### src/rtl/sensor_conditioner.sv
// Irrigation sensor front end: per-channel synchroniser and
// debounce, plus startup Valid flag and a Changed strobe.

module sensor_conditioner_channel #(
   parameter int SYNC_STAGES     = 2,
   parameter int DEBOUNCE_CYCLES = 4
) (
   input  logic clk,
   input  logic rst,
   input  logic raw,
   output logic level,
   output logic update
);

   localparam logic [7:0] LAST = 8'(DEBOUNCE_CYCLES - 1);

   logic [SYNC_STAGES-1:0] sync_q;
   logic [7:0]             cnt_q;
   logic                   s;
   logic                   differ;

   assign s      = sync_q[SYNC_STAGES-1];
   assign differ = s ^ level;
   assign update = differ && (cnt_q == LAST);

   // Shift the asynchronous raw bit through the synchroniser chain.
   always_ff @(posedge clk) begin
      if (rst) begin
         sync_q <= '0;
      end else begin
         sync_q <= {sync_q[SYNC_STAGES-2:0], raw};
      end
   end

   // Count consecutive differing samples; flip the level when the run completes.
   always_ff @(posedge clk) begin
      if (rst) begin
         cnt_q <= 8'd0;
         level <= 1'b0;
      end else if (!differ) begin
         cnt_q <= 8'd0;
      end else if (update) begin
         level <= s;
         cnt_q <= 8'd0;
      end else begin
         cnt_q <= cnt_q + 8'd1;
      end
   end

endmodule

module sensor_conditioner #(
   parameter int SYNC_STAGES     = 2,
   parameter int DEBOUNCE_CYCLES = 4
) (
   input  logic Clock,
   input  logic Reset,
   input  logic UmidadeArRaw,
   input  logic UmidadeSoloRaw,
   input  logic TemperaturaRaw,
   input  logic HighRaw,
   input  logic MediumRaw,
   input  logic LowRaw,
   output logic UmidadeAr,
   output logic UmidadeSolo,
   output logic Temperatura,
   output logic High,
   output logic Medium,
   output logic Low,
   output logic Valid,
   output logic Changed
);

   localparam int         SETTLE    = SYNC_STAGES + DEBOUNCE_CYCLES;
   localparam logic [8:0] SETTLE_M1 = 9'(SETTLE - 1);
   localparam logic [8:0] SETTLE_W  = 9'(SETTLE);

   logic [5:0] raw_bus;
   logic [5:0] level_bus;
   logic [5:0] update_bus;
   logic [8:0] settle_cnt;

   assign raw_bus = {UmidadeArRaw, UmidadeSoloRaw, TemperaturaRaw,
                     HighRaw, MediumRaw, LowRaw};

   assign {UmidadeAr, UmidadeSolo, Temperatura,
           High, Medium, Low} = level_bus;

   for (genvar i = 0; i < 6; i++) begin : g_ch
      sensor_conditioner_channel #(
         .SYNC_STAGES     (SYNC_STAGES),
         .DEBOUNCE_CYCLES (DEBOUNCE_CYCLES)
      ) u_ch (
         .clk    (Clock),
         .rst    (Reset),
         .raw    (raw_bus[i]),
         .level  (level_bus[i]),
         .update (update_bus[i])
      );
   end

   // Count edges since reset release until the settle time is reached.
   always_ff @(posedge Clock) begin
      if (Reset) begin
         settle_cnt <= 9'd0;
      end else if (settle_cnt < SETTLE_W) begin
         settle_cnt <= settle_cnt + 9'd1;
      end
   end

   // Valid rises on the settle edge and holds until the next reset.
   always_ff @(posedge Clock) begin
      if (Reset) begin
         Valid <= 1'b0;
      end else if (settle_cnt == SETTLE_M1) begin
         Valid <= 1'b1;
      end
   end

   // Pulse Changed when any level flips, but only once already valid.
   always_ff @(posedge Clock) begin
      if (Reset) begin
         Changed <= 1'b0;
      end else begin
         Changed <= Valid && (|update_bus);
      end
   end

endmodule

### config.mk
export PLATFORM = sky130hd
export DESIGN_NAME = sensor_conditioner
export DESIGN_NICKNAME = d
export VERILOG_FILES = /design/src/rtl/sensor_conditioner.sv
export SDC_FILE = /design/constraint.sdc
export NUM_CORES = 1
export LEC_CHECK = 0
export BUFFER_PORTS_ARGS = -buffer_cell sky130_fd_sc_hd__buf_2
export CELL_PAD_IN_SITES_DETAIL_PLACEMENT = 0
export CELL_PAD_IN_SITES_GLOBAL_PLACEMENT = 1
export CORE_MARGIN = 2
export CORE_UTILIZATION = 28
export CTS_CLUSTER_DIAMETER = 120
export CTS_CLUSTER_SIZE = 24
export DETAILED_ROUTE_END_ITERATION = 8
export GPL_TIMING_DRIVEN = 0
export PLACE_DENSITY = 0.55
export SKIP_CTS_REPAIR_TIMING = 1
export SLEW_MARGIN = 30
export SYNTH_ARGS = -nofsm -noshare
export SYNTH_HDL_FRONTEND = slang
export SYNTH_SLANG_ARGS = --single-unit
### constraint.sdc
create_clock -name Clock -period 2.81 [get_ports Clock]
set_input_delay 0.281 -clock Clock [delete_from_list [all_inputs] [get_ports Clock]]
set_output_delay 0.281 -clock Clock [all_outputs]
set_load 0.005 [all_outputs]
==> flow_summary.json, run 1 <==
{
  "synth_edf_count": 0,
  "die_w_um": 106,
  "arrival_ps": 1950,
  "synth_top_family_by_area": "simple AND/OR/NAND/NOR gates",
  "clockBufferDepth": 2,
  "synth_cells": 300,
  "insertion_delay_ps": 350,
  "slew_viol_final": 0,
  "clkTransAtPathRegs_ps": 80,
  "avgSynthCellArea_um2": 9.72,
  "crit_type": "reg2reg",
  "grt_usage_pct": 10.1,
  "diodes": 0,
  "drtAntennaViolNets": 0,
  "fp-row-count": 37,
  "htree_levels": 3,
  "place_hpwl_um": 3480,
  "synthAdderAreaFrac_pct": 3.43,
  "ir_worst_vdd_v": 0.000217,
  "cellPowerDensity_mw_per_mm2": 608,
  "routedWlPerCell_um": 10.8,
  "setup_tns_ps": 0,
  "synth_mux_area_share_pct": 2.45,
  "drtPass1Iterations": 4,
  "synthSimpleGateAreaFrac_pct": 25.2,
  "final_layout_size_suffix_gt1_share_pct": 10.1,
  "antenna_found_initial": 0,
  "outcome": "completed",
  "syn_nets": 316,
  "final_util_pct": 32.8,
  "finalSetupViolCount": 0,
  "num_io_pins": 16,
  "cts_buffers": 9,
  "synthTopCellsByCount": "dfxtp_1 (77), nor2_1 (65), nand3_1 (28), xor2_1 (25), xnor2_1 (19)",
  "slew_headroom_pct": 63.5,
  "yosysSeqAreaShare_pct": 52.9,
  "grt_max_degree": 13,
  "num_vias": 1973,
  "grt_pass1_vias": 1924,
  "dieArea_mm2": 0.0112,
  "period_needed_ps": 1710,
  "synth.ff_latch_count": 77,
  "areaGrowthSynthToFinish_pct": 15.2,
  "grt_first_pass_wirelength_um": 8780,
  "period_share_pct": 60.9,
  "worst_clock_skew_ps": 10.7,
  "die_h_um": 106,
  "cts_tree": "done",
  "grt_setup_unrepaired": "no",
  "drt_iter0_drc": 41,
  "drv_cap": 0,
  "gr-total-overflow": 0,
  "clock-sinks": 77,
  "gp_congestion": 0.686,
  "finalHoldViolations": 0,
  "route.detailed.drc": 0,
  "io_buffer_count": 14,
  "synth_top_area_share_pct": 52.9,
  "fin_nets": 341,
  "avgViaCountPerCell": 4.25,
  "synth_compound_area_share_pct": 1.37,
  "synth_area_mm2": 0.00292,
  "path_max_fanout": 8,
  "cts_root_buf": "clkbuf_8",
  "max_freq_mhz": 584,
  "yosysWarnings": 0,
  "hp-class": "in2reg",
  "synthXorXnorAreaFrac_pct": 13.2,
  "yosysTopAreaCell": "dfxtp_1",
  "leakage_nw": 1.32,
  "synth_cell_types": 26,
  "worstSetupStartpointType": "flop",
  "yosysMostFrequentCell": "dfxtp_1",
  "cp-end-kind": "flop",
  "wl_um": 5020,
  "synthFlopType": "dfxtp_1",
  "synth_area_leaders": "dfxtp_1 (53%), nor2_1 (8.4%), xor2_1 (7.5%), xnor2_1 (5.7%), nand3_1 (4.8%)",
  "initial_core_util_pct": 28.5,
  "worst_slew_pin_slew_ps": 548,
  "required_ps": 3050,
  "core_area_mm2": 0.0102,
  "async_flop_share_pct": 0
}
## registers in the layout, indices dropped and copies added, names as in the netlist
register,count
g_ch.u_ch.cnt_q,48
g_ch.u_ch.sync_q,12
settle_cnt,9
g_ch.u_ch.level,6
Changed,1
Valid,1
## final cells by class
cell class	instances	area, um^2
buffer	5	27.5
clock buffer	9	124
clock inverter	5	77.6
fill	1082	6870
inverter	4	15.0
multi-input combinational	214	1330
sequential	77	1540
tap	136	170
timing repair buffer	14	70.1
## final timing paths
| kind | slack (ps) | cells after the start | from | end |
|---|---|---|---|---|
| hold reg to reg | 430 | 1 | g_ch[0].u_ch.cnt_q[0] | g_ch[0].u_ch.cnt_q[0] |
| setup reg to reg | 1100 | 6 | g_ch[0].u_ch.cnt_q[0] | g_ch[0].u_ch.cnt_q[4] |
| hold / removal | 140 | 2 | TemperaturaRaw | g_ch[3].u_ch.sync_q[0] |
| setup / recovery | 1100 | 6 | g_ch[0].u_ch.cnt_q[0] | g_ch[0].u_ch.cnt_q[4] |
## where the power goes
group / internal [mW] / leakage [nW] / switching, mW
clock network: 0.487 / 0.101 / 0.390
registers: 1.11 / 0.624 / 0.0102
logic: 0.0214 / 0.591 / 0.0269
total: 1.61 / 1.32 / 0.427
## placed cells by master, fill, tap and decap left out, types with 2 or more instances in the layout
| master | instances |
|---|---|
| nand3_1 | 28 |
| and3_1 | 15 |
| dfxtp_1 | 77 |
| buf_2 | 14 |
| nor4_1 | 5 |
| mux2i_1 | 6 |
| nor3_1 | 3 |
| xnor2_1 | 19 |
| clkbuf_8 | 9 |
| inv_1 | 4 |
| o22ai_1 | 2 |
| bufinv_16 | 2 |
| ha_1 | 8 |
| nor2b_1 | 18 |
| nor2_1 | 65 |
| clkinv_2 | 2 |
| xor2_1 | 25 |
| nand2_1 | 11 |
| clkbuf_1 | 3 |
## routing by layer
layer	vias up	GRT usage (%)	wire [um]
met4	0	7.05	191
met3	14	2.70	146
met5	-	0	0
met2	22	14.8	2140
li1	1044	-	-
met1	893	12.8	2550
## kinds of logic after synthesis
kind of cell / count (synthesis)
AND/OR/NAND/NOR: 150
adder cells (fa/ha/maj): 8
buffers and inverters: 9
AO/OA/AOI/OAI: 5
flip-flops: 77
multiplexers: 7
XOR/XNOR: 44
## critical path: stages (launching register included)
cell and delay (ps):
dfxtp_1 340, ha_1 230, or4b_4 490, nor4_4 200
or3_1 170, buf_6 120, nor2_1 50
## through the flow
stage,hold WS (ps),cell area (um^2),cells,setup slack (ps),power [mW]
floorplan,409,2920,300,1210,1.17
global placement,421,3160,450,1070,1.19
detailed placement,422,3160,450,1070,1.19
CTS,123,3360,464,1060,2.08
global route,133,3360,464,949,2.13
finish,136,3360,464,1100,2.04
Power figures use the tool's default switching activity.
==> run 2, diff against run 1 <==
==> constraint.sdc (replaced) <==
create_clock -name Clock -period 1.65 [get_ports Clock]
set_input_delay 0.165 -clock Clock [delete_from_list [all_inputs] [get_ports Clock]]
set_output_delay 0.165 -clock Clock [all_outputs]
set_load 0.005 [all_outputs]
==> run 2 against run 1 <==
  * The run now ends with setup timing left
  * Non-clock buffer count grew 1
  * Global-route usage is the same
  * Utilization grew 0.51 points
  * Critical path depth stayed put
  * Routed wire length rose by 0.18%
==> flow_summary.json, run 2 (synthesized netlist as in run 1, its figures left out) <==
{
  "fp-row-count": 37,
  "clkTransAtPathRegs_ps": 80,
  "worst_slew_pin_slew_ps": 541,
  "route.detailed.drc": 0,
  "finalHoldViolations": 0,
  "grt_setup_unrepaired": "yes",
  "grt_pass1_vias": 1924,
  "avgViaCountPerCell": 4.26,
  "drv_cap": 0,
  "areaGrowthSynthToFinish_pct": 17.0,
  "period_needed_ps": 1660,
  "cts_tree": "done",
  "drtPass1Iterations": 4,
  "initial_core_util_pct": 28.5,
  "max_stage_delay_ps": 470,
  "critPathSlowestCell": "or4b_4",
  "setup_slack_ps": -8.48,
  "gp_congestion": 0.686,
  "ff2ff_setup_slack_ps": -8,
  "outcome": "finished, violations left",
  "leakage_nw": 1.32,
  "clockBufferDepth": 2,
  "fin_nets": 342,
  "path_buf_inv": 1,
  "power.total_mw": 3.48,
  "htree_levels": 3,
  "num_io_pins": 16,
  "largestRegisters": "g_ch.u_ch.cnt_q: 48 flops, g_ch.u_ch.sync_q: 12 flops, settle_cnt: 9 flops",
  "ir_worst_vdd_v": 0.000367,
  "crit_chain": "ha_4 -> or4b_4 -> nor4_4 -> or3_1 -> buf_6 -> nor2_1",
  "core_area_mm2": 0.0102,
  "top_register": "g_ch.u_ch.cnt_q",
  "finalSetupViolCount": 3,
  "slew_headroom_pct": 63.9,
  "max_freq_mhz": 603,
  "dieArea_mm2": 0.0112,
  "place_area_mm2": 0.00316,
  "num_vias": 1981,
  "io_buffer_count": 14,
  "arrival_ps": 1900,
  "insertion_delay_ps": 350,
  "grt_first_pass_wirelength_um": 8780,
  "crit_type": "reg2reg",
  "mostFrequentLayoutCell": "dfxtp_1",
  "die_h_um": 106,
  "grt_max_degree": 13,
  "gr-total-overflow": 0,
  "clock-sinks": 77,
  "worstSetupStartpointType": "flop",
  "path_max_fanout": 8,
  "required_ps": 1890,
  "cts_root_buf": "clkbuf_8",
  "wl_um": 5030,
  "cellPowerDensity_mw_per_mm2": 1020,
  "drt_iter0_drc": 50,
  "hp-class": "in2reg",
  "fin_area_mm2": 0.00341,
  "routedWlPerCell_um": 10.8,
  "place_hpwl_um": 3480,
  "path_delay_family": "simple AND/OR/NAND/NOR gates",
  "cts_buffers": 9,
  "drtAntennaViolNets": 0,
  "final_cell_mix": "dfxtp_1 (75), nor2_1 (61), nand3_1 (28)",
  "final_layout_size_suffix_gt1_share_pct": 13.4,
  "violations": "setup timing",
  "worst_clock_skew_ps": 10.2,
  "die_w_um": 106,
  "cp-end-kind": "flop",
  "slew_viol_final": 0,
  "largest_reg_flops": 48,
  "grt_usage_pct": 10.1,
  "period_share_pct": 101,
  "diodes": 0,
  "antenna_found_initial": 0
}
==> run 2: cell count changes in the layout (fill, tap and decap cells not counted), sizes merged <==
cell,before,now
buf,15,16
==> run 2: per-layer routing <==
layer,up-vias,track usage [%],routed length [um],part of all wire (%)
met3,14,2.70,146,2.9
met1,901,12.8,2560,51
met5,-,0,0,0
met4,0,7.05,191,3.8
met2,22,14.8,2140,42
li1,1044,-,-,-
==> run 2: worst paths after layout <==
path,start,to,cells after the start
min,TemperaturaRaw,g_ch[3].u_ch.sync_q[0],2
min reg2reg,g_ch[4].u_ch.sync_q[0],g_ch[4].u_ch.sync_q[1],1
max,g_ch[0].u_ch.cnt_q[0],g_ch[0].u_ch.cnt_q[4],6
max reg2reg,g_ch[0].u_ch.cnt_q[0],g_ch[0].u_ch.cnt_q[4],6
==> run 2: stage by stage <==
step	hold WS, ps	TNS [ps]	std cells	setup WS (ps)	utilization, %
after detailed placement	381	-736	450	-87.0	30.8
after CTS	6.72	-833	464	-97.3	32.8
after global placement	379	-809	450	-92.9	30.8
after global routing	16.9	-923	465	-117	33.3
final	20.0	-20.3	465	-8.48	33.3
after floorplan	293	0	300	46.5	-
==> run 2: worst register-to-register path, delay by kind of cell (launching register included) <==
family / cells / cell delay [ps]
flops: 1 / 360
fa+ha+maj: 1 / 150
simple gates: 4 / 900
buf+inv: 1 / 140
==> run 2: layout make-up <==
| cell class | count | area [um^2] |
|---|---|---|
| fill | 1073 | 6820 |
| sequential | 77 | 1540 |
| multi-input combinational | 214 | 1370 |
| tap | 136 | 170 |
| clock buffer | 9 | 124 |
| clock inverter | 5 | 77.6 |
| timing repair buffer | 15 | 77.6 |
| buffer | 5 | 27.5 |
| inverter | 4 | 15.0 |
==> run 2: where the power goes <==
group / switching [mW] / internal, mW
Combinational: 0.0468 / 0.0368
Clock: 0.662 / 0.829
Sequential: 0.0178 / 1.88
